**src/rtl/waveform_sequencer_if.sv**
```systemverilog
// Sample handoff bus between the waveform sequencer and the DAC driver.
interface waveform_sequencer_if #(
   parameter int unsigned DATA_W = 12
);
   logic [DATA_W-1:0] dac_va;
   logic [DATA_W-1:0] dac_vb;
   logic              dac_valid;
   logic              dac_ready;

   modport master (
      output dac_va,
      output dac_vb,
      output dac_valid,
      input  dac_ready
   );

   modport slave (
      input  dac_va,
      input  dac_vb,
      input  dac_valid,
      output dac_ready
   );
endinterface

```
**src/rtl/waveform_sequencer.sv**
```systemverilog
// Tick-paced triangle/sawtooth/square/hold generator feeding a two-channel DAC
// driver through a valid/ready handoff. Channel B is always the complement of A.
// Rate and mode are sampled on entry to RUN and at every tick; the mode captured
// at a tick governs the steps taken from the following tick on.
module waveform_sequencer #(
   parameter int unsigned DATA_W   = 12,
   parameter int unsigned BASE_DIV = 1000
) (
   input  logic                 CLK_50M,
   input  logic                 reset_n,
   input  logic                 enable,
   input  logic [3:0]           SW,
   input  logic [1:0]           mode,
   waveform_sequencer_if.master dac,
   output logic                 direction,
   output logic                 overrun
);
   localparam int unsigned       CNT_W     = 32;
   localparam logic [DATA_W-1:0] MAX       = {DATA_W{1'b1}};
   localparam logic [DATA_W-1:0] ONE       = DATA_W'(1);
   localparam logic [1:0]        MODE_TRI  = 2'b00;
   localparam logic [1:0]        MODE_SAW  = 2'b01;
   localparam logic [1:0]        MODE_SQR  = 2'b10;

   typedef enum logic [1:0] {
      IDLE    = 2'd0,
      RUN     = 2'd1,
      HANDOFF = 2'd2
   } state_t;

   state_t            state, state_d;
   logic [CNT_W-1:0]  count, count_d;
   logic [CNT_W-1:0]  period_m1;
   logic [3:0]        sw_l, sw_l_d;
   logic [1:0]        mode_l, mode_l_d;
   logic [DATA_W-1:0] phase, phase_d;
   logic [DATA_W-1:0] va, va_d;
   logic [DATA_W-1:0] vb, vb_d;
   logic              dir_q, dir_d;
   logic              valid, valid_d;
   logic              ovr, ovr_d;
   logic              tick;
   logic [DATA_W-1:0] step_phase;
   logic [DATA_W-1:0] step_va;
   logic              step_dir;

   // Divider terminal count: (SW_l+1)*BASE_DIV - 1, 32 bits so SW=15 cannot overflow.
   assign period_m1 = (CNT_W'(sw_l) + CNT_W'(1)) * CNT_W'(BASE_DIV) - CNT_W'(1);
   assign tick      = (state != IDLE) && (count == period_m1);

   // Phase step for one accepted tick under the latched mode.
   always_comb begin
      step_phase = phase;
      step_dir   = dir_q;
      step_va    = va;
      case (mode_l)
         MODE_TRI, MODE_SQR: begin
            if (dir_q) begin
               step_phase = phase + ONE;
               if (step_phase == MAX) step_dir = 1'b0;
            end else begin
               step_phase = phase - ONE;
               if (step_phase == '0) step_dir = 1'b1;
            end
            // Square level follows the direction in force at the tick, so the
            // first level from phase 0 lasts exactly MAX ticks.
            if (mode_l == MODE_SQR) step_va = dir_q ? MAX : '0;
            else                    step_va = step_phase;
         end
         MODE_SAW: begin
            step_phase = phase + ONE;
            step_dir   = 1'b1;
            step_va    = step_phase;
         end
         default: begin
            step_phase = phase;
            step_dir   = dir_q;
            step_va    = va;
         end
      endcase
   end

   // Next-state, divider, sample and handshake logic.
   always_comb begin
      state_d  = state;
      count_d  = count;
      sw_l_d   = sw_l;
      mode_l_d = mode_l;
      phase_d  = phase;
      dir_d    = dir_q;
      va_d     = va;
      vb_d     = vb;
      valid_d  = valid;
      ovr_d    = 1'b0;

      case (state)
         IDLE: begin
            count_d = '0;
            valid_d = 1'b0;
            if (enable) begin
               state_d  = RUN;
               sw_l_d   = SW;
               mode_l_d = mode;
            end
         end
         RUN: begin
            if (!enable) begin
               state_d = IDLE;
               count_d = '0;
            end else if (tick) begin
               state_d  = HANDOFF;
               count_d  = '0;
               sw_l_d   = SW;
               mode_l_d = mode;
               phase_d  = step_phase;
               dir_d    = step_dir;
               va_d     = step_va;
               vb_d     = ~step_va;
               valid_d  = 1'b1;
            end else begin
               count_d = count + CNT_W'(1);
            end
         end
         HANDOFF: begin
            if (dac.dac_ready) begin
               if (!enable) begin
                  state_d = IDLE;
                  count_d = '0;
                  valid_d = 1'b0;
               end else if (tick) begin
                  // Handshake and tick together: next sample goes straight out.
                  count_d  = '0;
                  sw_l_d   = SW;
                  mode_l_d = mode;
                  phase_d  = step_phase;
                  dir_d    = step_dir;
                  va_d     = step_va;
                  vb_d     = ~step_va;
                  valid_d  = 1'b1;
               end else begin
                  state_d = RUN;
                  count_d = count + CNT_W'(1);
                  valid_d = 1'b0;
               end
            end else if (tick) begin
               // Driver still busy: drop this tick, keep the pending sample.
               count_d  = '0;
               sw_l_d   = SW;
               mode_l_d = mode;
               ovr_d    = 1'b1;
            end else begin
               count_d = count + CNT_W'(1);
            end
         end
         default: begin
            state_d = IDLE;
            count_d = '0;
            valid_d = 1'b0;
         end
      endcase
   end

   // State and output registers.
   always_ff @(posedge CLK_50M or negedge reset_n) begin
      if (!reset_n) begin
         state  <= IDLE;
         count  <= '0;
         sw_l   <= '0;
         mode_l <= '0;
         phase  <= '0;
         dir_q  <= 1'b1;
         va     <= '0;
         vb     <= MAX;
         valid  <= 1'b0;
         ovr    <= 1'b0;
      end else begin
         state  <= state_d;
         count  <= count_d;
         sw_l   <= sw_l_d;
         mode_l <= mode_l_d;
         phase  <= phase_d;
         dir_q  <= dir_d;
         va     <= va_d;
         vb     <= vb_d;
         valid  <= valid_d;
         ovr    <= ovr_d;
      end
   end

   assign dac.dac_va    = va;
   assign dac.dac_vb    = vb;
   assign dac.dac_valid = valid;
   assign direction     = dir_q;
   assign overrun       = ovr;
endmodule

```
**src/flat_wrapper.sv**
```systemverilog
// flat-port wrapper written by rule: the top's interface ports become plain ports
module waveform_sequencer_flat 
#(
   parameter int unsigned DATA_W   = 12,
   parameter int unsigned BASE_DIV = 1000
)
  (CLK_50M, reset_n, enable, SW, mode, direction, overrun, dac_dac_va, dac_dac_vb, dac_dac_valid, dac_dac_ready);
  waveform_sequencer_if #(.DATA_W(DATA_W)) dac_i ();
  input  logic CLK_50M;
  input  logic reset_n;
  input  logic enable;
  input  logic [3:0] SW;
  input  logic [1:0] mode;
  output logic direction;
  output logic overrun;
  output wire logic [$bits(dac_i.dac_va)-1:0] dac_dac_va;
  output wire logic [$bits(dac_i.dac_vb)-1:0] dac_dac_vb;
  output wire logic [$bits(dac_i.dac_valid)-1:0] dac_dac_valid;
  input wire logic [$bits(dac_i.dac_ready)-1:0] dac_dac_ready;
  assign dac_dac_va = dac_i.dac_va;
  assign dac_dac_vb = dac_i.dac_vb;
  assign dac_dac_valid = dac_i.dac_valid;
  assign dac_i.dac_ready = dac_dac_ready;
  waveform_sequencer #(.DATA_W(DATA_W), .BASE_DIV(BASE_DIV)) u_core (.CLK_50M(CLK_50M), .reset_n(reset_n), .enable(enable), .SW(SW), .mode(mode), .dac(dac_i), .direction(direction), .overrun(overrun));
endmodule
```
**config.mk**
```make
export PLATFORM = sky130hd
export DESIGN_NAME = waveform_sequencer_flat
export DESIGN_NICKNAME = d
export VERILOG_FILES = /design/src/rtl/waveform_sequencer_if.sv /design/src/rtl/waveform_sequencer.sv /design/src/flat_wrapper.sv
export SDC_FILE = /design/constraint.sdc
export NUM_CORES = 1
export LEC_CHECK = 0
export CORE_ASPECT_RATIO = 0.7
export CORE_MARGIN = 5
export CORE_UTILIZATION = 62
export DETAILED_ROUTE_END_ITERATION = 12
export PLACE_DENSITY = 0.92
export SLEW_MARGIN = 0
export SYNTH_ARGS = -nofsm -noshare
export SYNTH_HDL_FRONTEND = slang
export SYNTH_SLANG_ARGS = --single-unit
```
**constraint.sdc**
```tcl
create_clock -name CLK_50M -period 12.4 [get_ports CLK_50M]
set_clock_uncertainty 0.2 [all_clocks]
set_input_delay 1.86 -clock CLK_50M [delete_from_list [all_inputs] [get_ports CLK_50M]]
set_output_delay 1.86 -clock CLK_50M [all_outputs]
set_load 0.01 [all_outputs]
```
==> out/results.ini <==
[outcome]
status=finished, final reports clean

[clock_network]
numCtsBuffers=9
clk_latency_ps=340
postCtsSetupBuffers=0
tritoncts=done
cts_buffer_depth=2
clock-sinks=79
post_cts_resized=0
cts_max_level=3
hold_buffers=0
path_clk_slew_ps=70
root_buffer=clkbuf_16

[route]
drtAntennaViolNets=0
vias_per_cell=6.60
vias=5694
drtIter0Drc=839
drc=0
wl_um=17200
first_pass_iters=9
wl_per_cell_um=20.0

[place]
gp_congestion=0.938
dp_hpwl_um=12500
port-buffer-count=36

[synth]
synth_area_leaders=dfrtp_1, ha_1, dfstp_2
syn_area_per_cell_um2=8.74
synthDistinctLibCells=77
yosys.area.top_type=dfrtp_1
synth_area_mm2=0.00626
syn_nets=773
yosys_warnings=0
synth_edf_count=0
synth_top_area_share=0.264
synthFlopType=dfrtp_1
synthArstFlopShare=1.00
synth.most_common_cell=nor2_1
synthTopCellsByCount=nor2_1, dfrtp_1, nand2_1, xor2_1, o21ai_0
yosysSeqAreaShare=0.318
ys_ff_latch=79
postSynthCellCount=717

[setup_path]
r2r-end=u_core.count[31]
crit_arrival_ps=8410
crit_chain=ha_1, inv_1, nor3_1, fa_1, fa_1, fa_1, ha_1, o21ai_0, nor4b_1, o211ai_2, and4b_1, ha_1, xor2_1, nand4_1, nor4_1, and3_1, nand4_1, a2111oi_2, nand2_1, nand3_1, nor2_1
crit_cells=21
reg2reg_slack_ps=3960
max_stage_delay_ps=870
start_kind=register
startpoint=u_core.sw_l[1]
worst-r2r-cell-count=21
critPathKind=reg -> reg
worstSetupEndpoint=u_core.count[31]
crit-reg2reg-launch=u_core.sw_l[1]
end_kind=register
slowest_stage=nand3_1
cpLargestDelayFamily=simple AND/OR/NAND/NOR gates
worst-path-buf-inv=1
cp_data_required_time_ps=12370
cp_max_fo=32

[timing]
slew_violations=0
worstMarginPinSlew_ps=1240
min_period_ps=8440
rsz0062_at_grt=false
hold_viol=0
setup_violations=0
post-route-period-util=0.681
tns_ps=0
slew_headroom=0.172
max_freq_ghz=0.118

[finish]
final_nets=786
syn2layout_area_growth_pct=11.2
antenna_cells=0
drive_gt1_frac=0.0830
fillerInstances=704

[global_route]
use_met2=0.417
overflow=0
grt_util_all_layers=0.292
grt_pass1_wl_um=28300
grt_busiest_layer=met1
antenna_found_initial=0
grt_pass1_vias=5534
groute.layer.met1.usage=0.430
grt_max_degree=80
grt_util_met3=0.0886

[die]
die-area_mm2=0.0122
die_y_um=94.1
die_x_um=130
start_util=0.639
rows=30
io_pins=37
core_region_area_mm2=0.00980

[hold_path]
hold_path_depth=2
hp-class=reg -> reg

[run]
max_cap_viol_count=0

==> kinds of logic after synthesis <==
logic type               count (synthesis)  synth area share
multiplexers                            19            0.0391
AO/OA/AOI/OAI                          155             0.172
flip-flops                              79             0.318
AND/OR/NAND/NOR                        277             0.217
adder cells (fa/ha/maj)                 46             0.104
XOR/XNOR                                74             0.103
buffers and inverters                   67            0.0459
==> worst min path at each step <==
stage | start | to | slack [ps]
floorplan | u_core.count[0] | u_core.count[0] | 230
global placement | u_core.dac.dac_vb[4] | u_core.dac.dac_vb[4] | 250
detailed placement | u_core.count[0] | u_core.count[0] | 280
CTS | u_core.count[0] | u_core.count[0] | 290
global route | u_core.dac.dac_vb[4] | u_core.dac.dac_vb[4] | 310
finish | u_core.dac.dac_vb[4] | u_core.dac.dac_vb[4] | 290
==> registers in the layout, indices dropped and copies added, names as in the netlist <==
| name | flops |
|---|---|
| u_core.count | 32 |
| u_core.dac.dac_va | 12 |
| u_core.dac.dac_valid | 1 |
| u_core.dac.dac_vb | 12 |
| u_core.direction | 1 |
| u_core.mode_l | 2 |
| u_core.overrun | 1 |
| u_core.phase | 12 |
| u_core.state | 2 |
| u_core.sw_l | 4 |
==> per-layer routing <==
metal  routed length, um  part of all wire  vias to the layer above
li1                    -                 -                     2569
met1                7370              0.43                     2704
met2                7410              0.43                      390
met3                2190              0.13                       31
met4                 245             0.014                        0
met5                   0                 0                        -
==> final cells by class <==
class / instances / area (um^2) / area share
multi-input combinational: 571 / 3990 / 0.573
sequential: 79 / 1990 / 0.286
timing repair buffer: 39 / 380 / 0.0546
clock buffer: 11 / 243 / 0.0348
tap: 128 / 160 / 0.0230
inverter: 30 / 113 / 0.0162
clock inverter: 5 / 86.3 / 0.0124
==> cells in the final DEF, fill, tap and decap left out, types with 5 or more instances in the layout <==
master            n
a21o_1           11
a21oi_1          27
a2bb2oi_1         5
a31oi_1          14
and2_1            8
and3_1           13
clkbuf_16         9
clkdlybuf4s50_1  35
dfrtp_1          66
dfstp_2          13
fa_1             10
ha_1             36
inv_1            29
mux2i_1          11
nand2_1          64
nand2b_1          5
nand3_1          32
nand4_1          12
nor2_1           87
nor2b_1           6
nor3_1           16
o211ai_1          5
o21a_1            8
o21ai_0          38
or3_1             6
xnor2_1          35
xor2_1           39
==> tightest hold or removal path: cells and delay by family, from the launching register on <==
family	cells	cell delay, ps
DFF	1	380
and+or+nand+nor	2	110
==> through the flow <==
stage / area [um^2] / worst slack, ps / instances / utilization / hold slack, ps
global placement: 6640 / 4730 / 847 / 0.678 / 250
CTS: 6970 / 4130 / 863 / 0.711 / 293
detailed placement: 6640 / 4150 / 847 / 0.678 / 284
global route: 6970 / 3360 / 863 / 0.711 / 307
finish: 6970 / 3960 / 863 / 0.711 / 288
floorplan: 6260 / 5530 / 717 / - / 233
Power is not shown: default switching activity piles up to over one toggle a cycle in this logic, so the estimate is an artifact.
